<file path="src/rtl/csa_pkg.sv">
// Shared types and parameter checks for the carry-save accumulator.
package csa_pkg;

    typedef enum logic [1:0] {
        ACCUM   = 2'd0,
        RESOLVE = 2'd1,
        DONE    = 2'd2
    } state_t;

    function automatic bit csa_params_ok(input int width, input int num_ops, input int acc_width);
        return (acc_width >= width) && (num_ops >= 1);
    endfunction

endpackage

</file>
<file path="src/rtl/csa_row.sv">
// One row of 3:2 compressors: three W-bit words in, redundant (sum, carry) pair out.
module csa_row #(
    parameter int W = 8
) (
    input  logic [W-1:0] a,
    input  logic [W-1:0] b,
    input  logic [W-1:0] c,
    output logic [W-1:0] sum,
    output logic [W-1:0] carry
);

    assign sum   = a ^ b ^ c;
    assign carry = (a & b) | (a & c) | (b & c);

endmodule

</file>
<file path="src/rtl/csa_accumulator.sv">
// Multi-operand accumulator: carry-save reduction per beat, a single carry-propagate
// add per packet, result presented on a valid/ready output.
module csa_accumulator
    import csa_pkg::*;
#(
    parameter int WIDTH     = 8,
    parameter int NUM_OPS   = 3,
    parameter int ACC_WIDTH = 16,
    parameter int CNT_WIDTH = 8
) (
    input  logic                     clk,
    input  logic                     rst_n,
    input  logic                     in_valid,
    output logic                     in_ready,
    input  logic [NUM_OPS*WIDTH-1:0] in_data,
    input  logic                     in_last,
    output logic                     out_valid,
    input  logic                     out_ready,
    output logic [ACC_WIDTH-1:0]     out_data,
    output logic [CNT_WIDTH-1:0]     out_beats
);

    if (!csa_params_ok(WIDTH, NUM_OPS, ACC_WIDTH)) begin : g_param_check
        $error("csa_accumulator: need ACC_WIDTH >= WIDTH and NUM_OPS >= 1");
    end

    state_t                 state_q, state_d;
    logic [ACC_WIDTH-1:0]   sum_q, sum_d;
    logic [ACC_WIDTH-1:0]   carry_q, carry_d;
    logic [CNT_WIDTH-1:0]   count_q, count_d;
    logic [ACC_WIDTH-1:0]   out_data_q, out_data_d;
    logic [CNT_WIDTH-1:0]   out_beats_q, out_beats_d;

    // Entry 0 is the registered state; entry k+1 is the output of row k.
    logic [NUM_OPS:0][ACC_WIDTH-1:0] row_sum;
    logic [NUM_OPS:0][ACC_WIDTH-1:0] row_carry;

    assign row_sum[0]   = sum_q;
    assign row_carry[0] = carry_q;

    for (genvar gi = 0; gi < NUM_OPS; gi++) begin : g_rows
        logic [ACC_WIDTH-1:0] carry_shl;
        logic [ACC_WIDTH-1:0] operand;

        // Carry weight doubles; the shift discards the MSB, giving modulo arithmetic.
        assign carry_shl = row_carry[gi] << 1;
        assign operand   = ACC_WIDTH'(in_data[gi*WIDTH +: WIDTH]);

        csa_row #(
            .W(ACC_WIDTH)
        ) u_row (
            .a    (row_sum[gi]),
            .b    (carry_shl),
            .c    (operand),
            .sum  (row_sum[gi+1]),
            .carry(row_carry[gi+1])
        );
    end

    always_comb begin
        state_d     = state_q;
        sum_d       = sum_q;
        carry_d     = carry_q;
        count_d     = count_q;
        out_data_d  = out_data_q;
        out_beats_d = out_beats_q;

        case (state_q)
            ACCUM: begin
                if (in_valid) begin
                    sum_d   = row_sum[NUM_OPS];
                    carry_d = row_carry[NUM_OPS];
                    if (count_q != {CNT_WIDTH{1'b1}}) begin
                        count_d = count_q + CNT_WIDTH'(1);
                    end
                    if (in_last) begin
                        state_d = RESOLVE;
                    end
                end
            end
            RESOLVE: begin
                out_data_d  = sum_q + (carry_q << 1);
                out_beats_d = count_q;
                state_d     = DONE;
            end
            DONE: begin
                if (out_ready) begin
                    sum_d   = '0;
                    carry_d = '0;
                    count_d = '0;
                    state_d = ACCUM;
                end
            end
            default: begin
                state_d = ACCUM;
            end
        endcase
    end

    always_ff @(posedge clk or negedge rst_n) begin
        if (!rst_n) begin
            state_q     <= ACCUM;
            sum_q       <= '0;
            carry_q     <= '0;
            count_q     <= '0;
            out_data_q  <= '0;
            out_beats_q <= '0;
        end else begin
            state_q     <= state_d;
            sum_q       <= sum_d;
            carry_q     <= carry_d;
            count_q     <= count_d;
            out_data_q  <= out_data_d;
            out_beats_q <= out_beats_d;
        end
    end

    // Handshake outputs decode registered state only, so out_ready never reaches in_ready.
    assign in_ready  = (state_q == ACCUM);
    assign out_valid = (state_q == DONE);
    assign out_data  = out_data_q;
    assign out_beats = out_beats_q;

endmodule

</file>
<file path="config.mk">
export PLATFORM = sky130hd
export DESIGN_NAME = csa_accumulator
export DESIGN_NICKNAME = d
export VERILOG_FILES = /design/src/rtl/csa_pkg.sv /design/src/rtl/csa_row.sv /design/src/rtl/csa_accumulator.sv
export SDC_FILE = /design/constraint.sdc
export NUM_CORES = 1
export LEC_CHECK = 0
export ABC_AREA = 1
export CAP_MARGIN = 20
export CORE_MARGIN = 2
export CORE_UTILIZATION = 43
export CTS_CLUSTER_SIZE = 40
export DETAILED_ROUTE_END_ITERATION = 10
export GPL_ROUTABILITY_DRIVEN = 0
export PLACE_DENSITY = 0.69
export SKIP_LAST_GASP = 1
export SLEW_MARGIN = 0
export SYNTH_ARGS = -nofsm -noshare
export SYNTH_HDL_FRONTEND = slang
export SYNTH_SLANG_ARGS = --single-unit
</file>
<file path="constraint.sdc">
create_clock -name clk -period 2.65 [get_ports clk]
set_input_delay 0.53 -clock clk [delete_from_list [all_inputs] [get_ports clk]]
set_output_delay 0.53 -clock clk [all_outputs]
set_load 0.01 [all_outputs]
</file>
# [After elaboration in Yosys (flattened, before gate mapping)]
# Cells that the tools add are included.
[word_totals] out_inout_bits=26 input_bits=29 wordCells=54 regBits=65
[op_classes] mux=13 n_eq_ne=7 n_addsub=2 bitwise_logic=21 n_reduce_logical=5
[ops] op="AND 15 x 8 -> 15 bit" n=6
[ops] op="OR 15 bit" n=6
[ops] op="bitwise XOR 16 bit" n=3
[ops] op="bitwise XOR 16 x 8 -> 16 bit" n=3
[ops] op="AND 15 bit" n=3
[ops] op="2-to-1 mux 16 bit" n=2
[ops] op="case mux 16 bit (2 select lines)" n=1
[ops] op="case mux 15 bit (2 select lines)" n=1
[ops] op="2-to-1 mux 8 bit" n=3
[ops] op="adder 16 bit" n=1
[ops] op="case mux 8 bit (2 select lines)" n=1
[ops] op="2-to-1 mux 15 bit" n=1
[ops] op="adder 8 x 1 -> 8 bit, second input constant" n=1
[ops] op="inequality test 8 bit, second input constant" n=1
[ops] op="2-to-1 mux 2 bit" n=3
[ops] op="inequality test 2 x 1 -> 1 bit, second input constant" n=3
[ops] op="case mux 2 bit (3 select lines)" n=1
[ops] op="AND reduction 3 bit" n=2
[ops] op="AND reduction 4 bit" n=1
[ops] op="== test 2 x 1 -> 1 bit, second input constant" n=1
[ops] op="== test 2 bit, second input constant" n=1
[ops] op="logical NOT 2 bit" n=1
[ops] op="inequality test 2 bit, second input constant" n=1
[ops] op="nonzero test 2 bit" n=1

# [Depth between registers and ports, before layout]
# Gate-level depths: netlist of the first run.
[logic_depth] depth_word=11 mapped_depth=11 mapped_depth_nobuf=11

# [Hierarchy]
# From an unflattened synthesis of the first run, not the netlist that was laid out.
[unflattened] hier_cells=512 area_unflattened_um2=4488.1
[modules_own_cells] module="csa_accumulator" instances=1 cells_per_inst=464 seq_area_each_um2=1626.6 area_each_um2=3527.1
[modules_own_cells] module="csa_row" instances=3 cells_per_inst=16 seq_area_each_um2=0.0 area_each_um2=320.3

# [Worst setup path before layout of the first run]
# No wires, ideal clock.
[synth_timing] path_kind="input to register" start="input port in_data[3]" end="register sum_q[3]" arrival_ns=2.131 n_path_buf=0 setup_slack_ns=0.386 stages=5 path_cell_list="fa_1 inv_1 fa_1 fa_1 o21ai_0"
[synth_via] elab_chain_cells=7
[synth_rtl] item="start, declared" line="csa_accumulator.sv:15" text="input logic [NUM_OPS*WIDTH-1:0] in_data,"
[synth_rtl] item="bitwise XOR 16 x 8 -> 16 bit" line="csa_row.sv:12" text="assign sum = a ^ b ^ c;"
[synth_rtl] item="bitwise XOR 16 bit" line="csa_row.sv:12"
[synth_rtl] item="bitwise XOR 16 x 8 -> 16 bit" line="csa_row.sv:12"
[synth_rtl] item="bitwise XOR 16 bit" line="csa_row.sv:12"
[synth_rtl] item="bitwise XOR 16 x 8 -> 16 bit" line="csa_row.sv:12"
[synth_rtl] item="2-to-1 mux 16 bit" line="csa_accumulator.sv:70" text="if (in_valid) begin"
[synth_rtl] item="case mux 16 bit (2 select lines)" line="csa_accumulator.sv:68" text="case (state_q)"
[synth_rtl] item="end signal, assigned" line="csa_accumulator.sv:110" text="sum_q <= sum_d;"
[synth_rtl] item="end, declared" line="csa_accumulator.sv:28" text="logic [ACC_WIDTH-1:0] sum_q, sum_d;"
# Every way passes these cells. The select of a mux whose other input is x is not followed.
# A chain may end at the register's enable or synchronous reset.

# [Worst setup path in the final report of the first run]
[layout_timing] start="input port in_data[6]" end="register sum_q[6]"
# Same word-level chain as after synthesis.

==> results of run 1 <==
## metal layers
layer	part of all wire (%)	global-route usage, %
met2	48	30.6
met4	1.7	7.05
met5	0	0
met3	3.8	3.88
met1	46	23.2
## cell usage in the layout, fill, tap and decap left out
master	Yosys	final
a21oi_1	6	6
buf_12	0	1
buf_2	8	1
buf_4	0	4
bufinv_16	0	1
clkbuf_1	4	2
clkbuf_8	1	9
clkdlybuf4s50_1	0	53
clkinv_1	1	1
clkinv_2	0	2
clkinv_4	0	1
clkinvlp_4	0	1
dfrtp_1	65	65
fa_1	28	28
ha_1	32	32
inv_1	90	90
inv_4	1	1
nand2_1	112	112
nand2_2	2	2
nand2_4	3	3
nand3_1	63	63
nand3_2	1	1
nand3b_1	2	2
nand4_1	6	6
nand4_2	1	1
nor2_1	14	14
nor2_2	1	1
nor2_4	2	2
nor3_1	1	1
o21a_1	2	2
o21ai_0	52	52
or2_2	1	1
xnor2_1	7	7
xor2_1	1	1
## logic make-up (layout without fill, tap and decap cells)
group	Yosys count	count (layout)	synth area share, %
adders and majority gates	60	60	22.2
xor gates and xnor gates	8	8	1.62
and+or+nand+nor	209	209	21.9
AOI/OAI and AO/OA	60	60	7.05
buffers and inverters	106	167	9.70
DFF	65	65	37.5
## worst max-delay path, delay by kind of cell
kind / cells / cell delay, ns
adder cells (fa/ha/maj): 3 / 1.56
AO/OA/AOI/OAI: 1 / 0.08
buffers and inverters: 2 / 0.49
## state kept, by name (all words and copies together) (netlist names)
name	count
sum_q	16
state_q	2
carry_q	15
out_data	16
out_beats	8
count_q	8
## cell usage after synthesis (6+ instances only)
library cell    n  share of area, %
ha_1           32               9.2
xnor2_1         7               1.4
fa_1           28                13
nand4_1         6              0.87
nor2_1         14               1.2
dfrtp_1        65                38
nand2_1       112               9.7
buf_2           8              0.92
nand3_1        63               7.3
o21ai_0        52               6.0
inv_1          90               7.8
a21oi_1         6              0.69
## power by group through the flow
stage                     clock network (mW)  logic (mW)  registers (mW)
after floorplan                            0        1.69            1.64
after global routing                   0.886        3.01            1.67
after detailed placement                   0        2.62            1.64
after global placement                     0        2.48            1.64
after CTS                              0.852        2.64            1.63
final                                  0.843        2.60            1.62
## per-stage QoR
step	cell area (sq um)	worst slack [ns]
floorplan	4330	0.386
global placement	5010	-0.0858
detailed placement	5010	-0.150
CTS	5200	0.224
global route	5200	0.126
finish	5200	0.219
## path summary, 6_finish.rpt
path	startpoint	end	slack [ns]	depth (start not counted)
min	rst_n	sum_q[1]	0.23	1
max in group asynchronous	rst_n	carry_q[13]	1.78	2
max reg2reg	carry_q[1]	sum_q[2]	0.42	5
min in group clk	out_data[13]	out_data[13]	0.48	2
max	in_data[6]	sum_q[6]	0.22	6
min reg2reg	out_data[13]	out_data[13]	0.48	2
## area by class of cell
type	instances	area [sq um]	share of cell area (%)
timing repair buffer	59	586	11.3
clock buffer	11	131	2.53
tap	133	166	3.20
sequential	65	1630	31.3
clock inverter	5	56.3	1.08
inverter	92	348	6.69
multi-input combinational	337	2290	44.0
==> qor.csv, run 1 <==
stage,metric,value,unit
worst_setup_path,cp_common_cell,fa_1,
finish,nets,653,
timing,setup_violations,0,
job,max_cap_violations,0,
floorplanning,die_w,104,microns
status,outcome,"complete, no violations",
global_routing,antenna_found_initial,0,
timing,period_needed,2.43,ns
pwr,seqPwrFrac,32.0,%
floorplanning,core_area,9770,sq um
placed_design,dpl.hpwl,7160,microns
worst_setup_path,cp.required,2.87,ns
clock_network,clock_latency,0.35,ns
floorplanning,start_util,44.3,%
finish,stdcell_count,702,
finish,nFillCells,900,
clock_network,root_buffer,clkbuf_8,
synth,syn_area,4330,sq um
timing,hold_violations,0,
synth,ys_seq_elements,65,
floorplanning,fp.dieH,104,microns
floorplanning,io_pins,55,
global_routing,grt.overflow.total,0,
synth,yosysWarnings,0,
routing,drc,0,
synth,synth-edff-count,0,
clock_network,cts.path.max_buffers,2,
pwr,p_int,2.94,mW
worst_setup_path,path_class,in -> reg,
global_routing,grt_pass1_vias,3520,
routing,drtAntennaViolNets,0,
clock_network,cts_sinks,65,
timing,skew,0.0115,ns
pwr,swShare,41.9,%
routing,drtPass1Iterations,4,
routing,via_per_inst,4.91,
pwr,power_switching,2.12,mW
synth,yosys.cell_types.count,28,
worst_setup_path,slowest_delay,0.56,ns
worst_setup_path,worstPathCellList,clkdlybuf4s50_1 > fa_1 > inv_1 > fa_1 > fa_1 > o21ai_0,
pwr,total_power,5.07,mW
global_routing,grt_first_pass_wirelength,16100,microns
synth,async_flop_share,100,%
synth,synth_area_per_cell,8.53,sq um
placed_design,post-place-cells,686,
clock_network,numCtsBuffers,9,
synth,synth_nets,597,
pwr,irDropWorstVdd,0.478,mV
timing,max_freq,0.411,GHz
routing,vias,3446,
floorplanning,rows,36,
timing,tns,0,ns
timing,tightest_slew,0.732,ns
clock_network,cts_tree,yes,
worst_setup_path,crit_path_start_kind,input port,
global_routing,grtUsageTotal,18.3,%
synth,ys.flop_type,dfrtp_1,
worst_setup_path,cp-end-kind,register,
worst_setup_path,path_max_fanout,1,
pwr,combPwrFrac,51.3,%
pwr,p_leak,2.60,nW
clock_network,cts.htree.levels,3,
synth,synth_cells,508,
routing,drt_iter0_drc,117,
clock_network,cts.clk_slew.worst_paths,0.08,ns
worst_setup_path,crit_path_top_delay_cell,fa_1,
clock_network,postCtsHoldBufs,0,
timing,hold_ws,0.226,ns
timing,drv_slew,0,
routing,drt-total-wl,9270,microns
placed_design,io_buffers,54,
clock_network,cts_resized,0,
finish,antenna_cells,0,
synth,synth-seq-area-share,37.5,%
floorplanning,dieArea,10900,sq um
pwr,clkPwrFrac,16.6,%
worst_hold_path,hold_class,in -> async,
clock_network,post_cts_buffers,0,
global_routing,grt_max_degree,35,
timing,fin_crit_sh,91.7,%
routing,drt-wirelength-per-cell,13.2,microns
pwr,powerDensity,974,nW/um^2
timing,rsz0062_at_grt,false,
worst_setup_path,worstPathArrival,2.66,ns
finish,utilization,53.2,%
finish,area_delta_synth_final,20.0,%
finish,drive_above_1_share,5.62,%
timing,max_slew_margin,51.2,%
Power figures use the tool's default switching activity.
==> run 2: changes to the inputs <==
==> constraint.sdc (replaced) <==
create_clock -name clk -period 2.6 [get_ports clk]
set_input_delay 0.52 -clock clk [delete_from_list [all_inputs] [get_ports clk]]
set_output_delay 0.52 -clock clk [all_outputs]
set_load 0.01 [all_outputs]
==> qor.csv, run 2 (synthesized netlist as in run 1, its figures left out) <==
stage,metric,value,unit
status,outcome,"complete, no violations",
worst_setup_path,cp_common_cell,fa_1,
floorplanning,io_pins,55,
worst_setup_path,worst-path-buf-inv,2,
clock_network,numCtsBuffers,9,
timing,tightest_slew,0.423,ns
global_routing,antenna_found_initial,0,
routing,drt-wirelength-per-cell,13.3,microns
timing,rsz0062_at_grt,false,
floorplanning,die_w,104,microns
floorplanning,dieArea,10900,sq um
worst_setup_path,cp.required,2.82,ns
clock_network,cts_resized,0,
worst_setup_path,reg2reg_to,sum_q[2],
clock_network,postCtsHoldBufs,0,
worst_setup_path,crit_path_top_delay_cell,fa_1,
floorplanning,start_util,44.3,%
worst_hold_path,hold_class,in -> async,
finish,drive_above_1_share,6.14,%
routing,drt_iter0_drc,129,
clock_network,cts.clk_slew.worst_paths,0.08,ns
floorplanning,rows,36,
worst_setup_path,path_class,in -> reg,
worst_setup_path,path_max_fanout,1,
timing,tns,0,ns
worst_setup_path,worstPathArrival,2.62,ns
routing,via_per_inst,4.94,
clock_network,clock_latency,0.35,ns
worst_setup_path,worstRegToRegCells,5,
timing,drv_slew,0,
clock_network,cts.path.max_buffers,2,
timing,setup_violations,0,
timing,hold_violations,0,
clock_network,post_cts_buffers,0,
floorplanning,fp.dieH,104,microns
finish,stdcell_count,703,
worst_setup_path,path_delay_family,adder cells,
clock_network,cts_tree,yes,
timing,fin_ws,0.200,ns
placed_design,post-place-cells,688,
routing,drtPass1Iterations,4,
worst_setup_path,worstPathCellList,clkdlybuf4s50_1 > fa_1 > inv_1 > fa_1 > fa_1 > o21ai_0,
timing,max_freq,0.417,GHz
worst_setup_path,reg2reg_setup_slack,0.34,ns
worst_setup_path,slowest_delay,0.54,ns
global_routing,grt_pass1_vias,3490,
finish,antenna_cells,0,
pwr,powerDensity,1000,nW/um^2
placed_design,dpl.hpwl,7250,microns
worst_setup_path,cp-end-kind,register,
finish,nets,655,
finish,final_cell_mix,"nand2_1 (112), inv_1 (90), dfrtp_1 (65)",
worst_setup_path,crit_path_start_kind,input port,
routing,vias,3470,
global_routing,grtUsageTotal,18.4,%
finish,area_delta_synth_final,21.1,%
finish,nFillCells,893,
routing,drt-total-wl,9340,microns
floorplanning,core_area,9770,sq um
global_routing,grt.overflow.total,0,
finish,final_common_cell,nand2_1,
routing,drtAntennaViolNets,0,
routing,drc,0,
clock_network,cts_sinks,65,
worst_setup_path,crit-reg2reg-launch,carry_q[1],
job,max_cap_violations,0,
clock_network,root_buffer,clkbuf_8,
clock_network,cts.htree.levels,3,
global_routing,grt_max_degree,34,
timing,max_slew_margin,71.8,%
timing,period_needed,2.40,ns
timing,fin_crit_sh,92.3,%
global_routing,grt_first_pass_wirelength,16200,microns
pwr,p_leak,2.62,nW
finish,utilization,53.7,%
placed_design,dp_slack,-0.174,ns
pwr,irDropWorstVdd,0.505,mV
placed_design,io_buffers,54,
timing,skew,0.0141,ns
## run 2: cell count changes in the layout (fill, tap and decap cells not counted), sizes merged
cell / previous run / this run
buf: 6 / 8
bufinv: 1 / 2
clkbuf: 11 / 9
## run 2: power breakdown
part           leakage [nW]  internal [mW]  switching (mW)
clock                 0.105          0.539           0.415
sequential            0.852           1.36           0.293
combinational          1.66           1.20            1.46
## run 2: stage by stage
stage	area [sq um]	hold slack, ns	power (mW)
floorplan	4330	0.224	3.40
global placement	5030	0.463	4.20
detailed placement	5030	0.465	4.35
CTS	5250	0.0918	5.32
global route	5250	0.0936	5.83
finish	5250	0.0902	5.27
## run 2: worst max path at each step
stage / endpoint / startpoint / cells past startpoint
after global routing: sum_q[7] / in_data[7] / 6
after CTS: sum_q[2] / in_data[2] / 6
after detailed placement: sum_q[2] / in_data[2] / 6
after floorplan: sum_q[3] / in_data[3] / 5
final: sum_q[2] / in_data[2] / 6
after global placement: sum_q[2] / in_data[2] / 6
## run 2: final cells by class
cell class	count	area, sq um	share of cell area (%)
Tap cell	133	166	3.17
Clock inverter	6	93.8	1.79
Timing Repair Buffer	61	601	11.5
Inverter	92	348	6.63
Clock buffer	9	124	2.36
Multi-Input combinational cell	337	2290	43.6
Sequential cell	65	1630	31.0
## run 2: routing by layer
layer,wire [microns],part of all wire (%),global-route usage [%]
met2,4580,49,30.2
met5,0,0,0
met4,105,1.1,5.31
met3,372,4.0,4.01
met1,4280,46,24.5
